**src/rtl/video_frame_packer.sv**
```systemverilog
// Packs RGB565 or paired 8-bit grey pixels into 20-bit words with frame decimation; words leave 2 cycles after the
// pixel is sampled, out_ready is never waited on (a refused word is dropped and flagged). VFP_FRAME_STATS_EN enables frame_cnt.
module video_frame_packer #(
  parameter int SKIP_W = 4,
  parameter int X_W    = 11,
  parameter int COEF_R = 76,
  parameter int COEF_G = 75,
  parameter int COEF_B = 29
) (
  input  logic              video_clk,
  input  logic              rst,
  input  logic              cfg_grey,
  input  logic [SKIP_W-1:0] cfg_skip,
  input  logic              in_vs,
  input  logic              in_de,
  input  logic [15:0]       in_data,
  input  logic              out_ready,
  output logic              out_valid,
  output logic [19:0]       out_data,
  output logic              out_sof,
  output logic              overflow,
  output logic [15:0]       frame_cnt
);

  typedef enum logic [1:0] {IDLE = 2'd0, SKIP = 2'd1, ACTIVE = 2'd2} state_e;

  localparam logic [SKIP_W-1:0] SKIP_ONE = 1;
  localparam logic [X_W-1:0]    X_ONE    = 1;

  state_e            state_q, state_d;
  logic              vs1_q, vs2_q, vs3_q;
  logic              de1_q, de2_q, de3_q;
  logic [15:0]       d1_q, d2_q;
  logic              grey_q;
  logic [SKIP_W-1:0] skip_cnt_q, skip_cnt_d;
  logic [X_W-1:0]    x_q, x_d;
  logic [7:0]        hold_q, hold_d;
  logic              valid_d, sof_d;
  logic [19:0]       data_d;
  logic              out_valid_q, out_sof_q, ovf_q;
  logic [19:0]       out_data_q;
  logic              frame_start, de_fall;
  logic [12:0]       y_full;
  logic [7:0]        y;

  function automatic logic [19:0] pack_word(input logic sof, input logic [7:0] hi, input logic [7:0] lo);
    return {1'b1, sof, hi, 1'b1, sof, lo};
  endfunction

  assign frame_start = vs3_q & ~vs2_q;
  assign de_fall     = de3_q & ~de2_q;
  assign skip_cnt_d  = (skip_cnt_q >= cfg_skip) ? '0 : skip_cnt_q + SKIP_ONE;

  assign y_full = 13'(d2_q[15:11]) * 13'(COEF_R) + 13'(d2_q[10:5]) * 13'(COEF_G) + 13'(d2_q[4:0]) * 13'(COEF_B);
  assign y      = 8'(y_full >> 5);

  always_ff @(posedge video_clk) begin
    if (rst) begin
      state_q <= IDLE;
    end else begin
      state_q <= state_d;
    end
  end

  // The pre-increment skip count decides whether the new frame is kept.
  always_comb begin
    state_d = state_q;
    if (frame_start) begin
      state_d = (skip_cnt_q == '0) ? ACTIVE : SKIP;
    end
  end

  always_comb begin
    valid_d = 1'b0;
    sof_d   = 1'b0;
    data_d  = '0;
    x_d     = x_q;
    hold_d  = hold_q;
    if (de_fall) begin
      x_d = '0;
    end
    if (frame_start) begin
      if (skip_cnt_q == '0) begin
        valid_d = 1'b1;
        sof_d   = 1'b1;
        data_d  = pack_word(1'b1, 8'h00, 8'h00);
      end
    end else if (state_q == ACTIVE) begin
      if (de2_q) begin
        x_d = (&x_q) ? x_q : x_q + X_ONE;
        if (!grey_q) begin
          valid_d = 1'b1;
          data_d  = pack_word(1'b0, d2_q[15:8], d2_q[7:0]);
        end else if (!x_q[0]) begin
          hold_d = y;
        end else begin
          valid_d = 1'b1;
          data_d  = pack_word(1'b0, hold_q, y);
        end
      end else if (de_fall && grey_q && x_q[0]) begin
        // Line ended with an unpaired grey pixel: flush it with a zero pad byte.
        valid_d = 1'b1;
        data_d  = pack_word(1'b0, hold_q, 8'h00);
      end
    end
  end

  always_ff @(posedge video_clk) begin
    if (rst) begin
      vs1_q       <= 1'b0;
      vs2_q       <= 1'b0;
      vs3_q       <= 1'b0;
      de1_q       <= 1'b0;
      de2_q       <= 1'b0;
      de3_q       <= 1'b0;
      d1_q        <= '0;
      d2_q        <= '0;
      grey_q      <= 1'b0;
      skip_cnt_q  <= '0;
      x_q         <= '0;
      hold_q      <= '0;
      out_valid_q <= 1'b0;
      out_sof_q   <= 1'b0;
      out_data_q  <= '0;
      ovf_q       <= 1'b0;
    end else begin
      vs1_q       <= in_vs;
      vs2_q       <= vs1_q;
      vs3_q       <= vs2_q;
      de1_q       <= in_de;
      de2_q       <= de1_q;
      de3_q       <= de2_q;
      d1_q        <= in_data;
      d2_q        <= d1_q;
      if (frame_start) begin
        grey_q     <= cfg_grey;
        skip_cnt_q <= skip_cnt_d;
      end
      x_q         <= x_d;
      hold_q      <= hold_d;
      out_valid_q <= valid_d;
      out_sof_q   <= sof_d;
      out_data_q  <= data_d;
      ovf_q       <= ovf_q | (out_valid_q & ~out_ready);
    end
  end

  assign out_valid = out_valid_q;
  assign out_sof   = out_sof_q;
  assign out_data  = out_data_q;
  assign overflow  = ovf_q;

`ifdef VFP_FRAME_STATS_EN
  logic [15:0] frame_cnt_q;

  always_ff @(posedge video_clk) begin
    if (rst) begin
      frame_cnt_q <= '0;
    end else if (sof_d) begin
      frame_cnt_q <= frame_cnt_q + 16'd1;
    end
  end

  assign frame_cnt = frame_cnt_q;
`else
  assign frame_cnt = 16'h0000;
`endif

endmodule

```
**config.mk**
```make
export PLATFORM = sky130hd
export DESIGN_NAME = video_frame_packer
export DESIGN_NICKNAME = d
export VERILOG_FILES = /design/src/rtl/video_frame_packer.sv
export SDC_FILE = /design/constraint.sdc
export NUM_CORES = 1
export LEC_CHECK = 0
export ABC_AREA = 0
export BUFFER_PORTS_ARGS = -buffer_cell sky130_fd_sc_hd__buf_2
export CORE_MARGIN = 8
export CORE_UTILIZATION = 45
export CTS_CLUSTER_DIAMETER = 100
export CTS_CLUSTER_SIZE = 12
export DETAILED_ROUTE_END_ITERATION = 6
export GPL_TIMING_DRIVEN = 0
export PLACE_DENSITY_LB_ADDON = 0.3
export SLEW_MARGIN = 20
export SYNTH_ARGS = -nofsm -noshare
export SYNTH_HDL_FRONTEND = slang
export SYNTH_SLANG_ARGS = --single-unit
```
**constraint.sdc**
```tcl
create_clock -name video_clk -period 5.17 [get_ports video_clk]
set_clock_uncertainty 0.15 [all_clocks]
set_input_delay 0.517 -clock video_clk [delete_from_list [all_inputs] [get_ports video_clk]]
set_output_delay 0.517 -clock video_clk [all_outputs]
set_load 0.01 [all_outputs]
```
==> summary.md <==
| Metric | Value |
|---|---|
| DP HPWL | `8800 um` |
| GP Congestion | `0.896` |
| Synth Area in XOR/XNOR | `2.04%` |
| Final setup margin | `0.170 ns` |
| Area of placed instances | `5640 sq um` |
| Mux share of post-synthesis cell area | `0.194%` |
| Synth Instances | `548` |
| Cell Chain, Critical Path | `ha_1 > ha_1 > ha_1 > a21oi_2 > nor2b_1 > o31a_1 > a21oi_1 > ha_1 > inv_1 > fa_1 > fa_1 > inv_1 > ha_2 > a21oi_2 > o211ai_1 > and2_1 > or4_1 > o211ai_1` |
| All-layer global routing usage | `15.3%` |
| Pwr Total | `0.00158 W` |
| Clock slew seen by the registers of the worst setup and hold paths | `0.06 ns` |
| Initial antenna violation count | `0` |
| Reg-to-reg endpoint | `hold_q[7]` |
| CP max stage cell | `fa_1` |
| Post-synthesis cell area | `5160 sq um` |
| Yosys top cell area share | `32.2%` |
| Initial Util | `45.6%` |
| Status | `complete, no violations` |
| Min Clock Period, post-route | `5.00 ns` |
| Final #Nets | `742` |
| Drt total wl | `11100 um` |
| Ranking of synthesized cells by area | `dfxtp_1 32%, ha_1 15%, fa_1 13%, inv_1 5.8%, nor2b_1 5.3%` |
| Synth area leader | `dfxtp_1` |
| Combinational family with the most area after synthesis | `adder cells` |
| Synth Area in Compound Gates | `12.3%` |
| Clock sink total | `83` |
| Hold Path Depth | `2` |
| M1 GR Usage | `19.4%` |
| Clk root buf | `clkbuf_16` |
| Crit path DAT | `5.10 ns` |
| Std cell rows | `39` |
| Area grow syn2layout | `14.9%` |
| Crit Path Category | `reg -> reg` |
| CP Max Fanout | `6` |
| Post-route non-filler standard cell count | `769` |
| Sequential share of the synthesized area | `32.2%` |
| Grt ovf | `0` |
| WHS Endpoint | `d1_q[5]` |
| IO buf count | `48` |
| Power Density | `267 nW/um^2` |
| Post-Synth Adder-Cell Area | `27.6%` |
| Number of global-route vias before repair | `3898` |
| Post-CTS Setup Bufs | `0` |
| Slew of the pin with the lowest slew margin | `0.663 ns` |
| Synth Register Bits | `83` |
| Hold path startpoint | `in_data[5]` |
| Crit path top cell by count | `ha_1` |
| Final setup viols | `0` |
| DRT iter0 DRCs | `239` |
| Wire per inst | `14.5 um` |
| Grt met3 use | `3.88%` |
| Syn_area_per_cell | `9.42 sq um` |
| Maximum clock insertion buffer count | `2` |
| Routed vias/inst | `5.15` |
| R2r setup slk | `0.17 ns` |
| CTS tree | `built` |
| Unique masters post-synth | `59` |
| Leak | `2.83 nW` |
| R2R depth | `18` |
| VDD IR max | `252 uV` |
| Fraction of layout cells with a size suffix above 1 | `17.1%` |
| Top Family by Delay on Critical Path | `adder cells` |
| Synth Area in Simple Gates | `15.3%` |
| Drc violations | `0` |
| Die Height | `123 um` |
| Cells after DPL | `754` |
| First-pass GRT wire length | `18300 um` |
| GR peak layer | `met2` |
| Final hold violation count | `0` |
| CP endpoint kind | `flop` |
| Core area | `11300 sq um` |
| Worst Hold Class | `in -> reg` |
| CTS Buf Count | `9` |
| Startpoint type of the worst setup path | `flop` |
| First-pass DRT Iterations | `5` |
| Relative slew margins | `55.8%` |
| Synthesis warning total | `0` |
| Number of top-level pins | `65` |
| FFs w/ async S/R, synth | `0%` |
| CP bufs+invs | `2` |
| Layout Utilization | `52.4%` |
| Fin crit share | `96.7%` |
| Pins Over Slew Limit | `0` |
| Crit-path max cell delay | `0.54 ns` |
| # diodes | `0` |
| DRT antenna net count | `0` |
| DIE AREA | `15200 sq um` |
| Critical Path RT | `5.27 ns` |
| Place WS | `-0.0113 ns` |
| Maxcap violations | `0` |
| Worst-skew pair later-pin latency | `0.33 ns` |
| GR Util met2 | `24.7%` |
| Unrepaired setup endpoints after global routing | `yes` |
| H-tree level count | `3` |
| Post-synth EDFFs | `0` |
| Fmax | `0.200 GHz` |
| Ys flop type | `dfxtp_1` |
| Via count | `3963` |
| Pin count of the biggest net entering global routing | `14` |
| Worst R2R Start | `d2_q[11]` |
| Die width | `123 um` |
| Final instance area | `5930 sq um` |
==> metal layers <==
metal	wire, um	up-vias	share of wire [%]
li1	-	1936	-
met1	4940	1862	44
met2	5040	146	45
met3	926	19	8.3
met4	203	0	1.8
met5	0	-	0
==> final cells by class <==
class,count,area (sq um)
timing repair buffer,48,240
inverter,80,300
multi-input combinational,362,3050
clock buffer,10,229
buffer,38,235
clock inverter,5,31.3
fill,1061,5390
sequential,83,1670
tap,143,179
==> sequential cells by signal, summed over array words and instances, names as in the netlist, 2 cells and up <==
name        cells
d2_q           16
out_data       18
state_q         2
x_q            11
skip_cnt_q      4
d1_q           16
hold_q          8
==> layout by cell type, fill, tap and decap left out, types with 3 or more instances in the layout <==
cell type and n:
a211oi_1 8, and2_1 3, o211ai_1 6, a21oi_2 3, a21o_1 6, fa_1 33
buf_4 20, xor2_1 7, nand3_1 12, nand4_1 8, a21oi_1 17, and3_1 3
clkinv_2 3, nor2b_1 44, o2111ai_1 3, nor3_1 4, o21ai_0 9, dfxtp_1 75
conb_1 16, buf_2 49, a32oi_1 3, xnor2_1 5, nor2_1 29, dfxtp_2 8
clkbuf_16 9, clkbuf_1 14, ha_1 60, inv_1 80, nand2b_1 3, a22oi_1 9
nand2_1 30
==> cell families (layout without fill, tap and decap cells) <==
group                      after synthesis  in the layout
DFF                                     83             83
and+or+nand+nor                        149            149
other                                    1             16
muxes                                    1              1
buffers and inverters                  118            181
adders and majority gates               94             94
AOI/OAI and AO/OA                       90             90
xor gates and xnor gates                12             12
==> worst max-delay path by stage <==
| stage | from | end | slack [ns] | cells past startpoint |
|---|---|---|---|---|
| 2_1_floorplan | d2_q[11] | hold_q[7] | 0.43 | 18 |
| 3_3_place_gp | d2_q[11] | hold_q[7] | -0.03 | 18 |
| 3_5_place_dp | d2_q[11] | hold_q[7] | -0.01 | 18 |
| 4_1_cts | d2_q[11] | hold_q[7] | 0.03 | 18 |
| 5_1_grt | d2_q[11] | hold_q[7] | -0.02 | 18 |
| 6_report | d2_q[11] | hold_q[7] | 0.17 | 18 |
==> Yosys cell counts, types with 2 or more instances <==
| library cell | n |
|---|---|
| and2_1 | 3 |
| a211oi_1 | 8 |
| o22ai_1 | 2 |
| xnor2_1 | 5 |
| nor2_1 | 29 |
| buf_6 | 2 |
| inv_1 | 80 |
| clkbuf_1 | 13 |
| nor2b_1 | 44 |
| and3_1 | 3 |
| a22oi_1 | 9 |
| a221oi_1 | 2 |
| fa_1 | 33 |
| o2111ai_1 | 3 |
| o21ai_1 | 2 |
| ha_1 | 61 |
| a32oi_1 | 3 |
| o21ai_0 | 9 |
| nand3_1 | 12 |
| dfxtp_1 | 83 |
| nor3_1 | 6 |
| nand4_1 | 8 |
| a31oi_1 | 2 |
| buf_4 | 20 |
| clkbuf_2 | 2 |
| xor2_1 | 7 |
| o21a_1 | 2 |
| a21o_1 | 6 |
| o211ai_1 | 6 |
| a21oi_1 | 20 |
| nand2b_1 | 3 |
| o41ai_1 | 2 |
| o21bai_1 | 2 |
| nand2_1 | 30 |
| or4_1 | 2 |
==> power by group <==
group	total (W)	internal, W	switching [W]
sequential	0.000672	0.000655	0.0000165
combinational	0.000345	0.000142	0.000204
clock	0.000565	0.000321	0.000245
==> timing repair <==
action,CTS,global route
hold buffers,0,0
pin swaps,0,2
setup endpoints to repair,1,10
gates resized for setup,2,13
cloned,0,0
==> through the flow <==
step / hold slack (ns) / setup TNS (ns)
finish: 0.242 / 0
global route: 0.250 / -0.0217
CTS: 0.230 / 0
detailed placement: 0.273 / -0.0113
global placement: 0.270 / -0.0323
floorplan: 0.264 / 0
(Power assumes the default switching activity.)
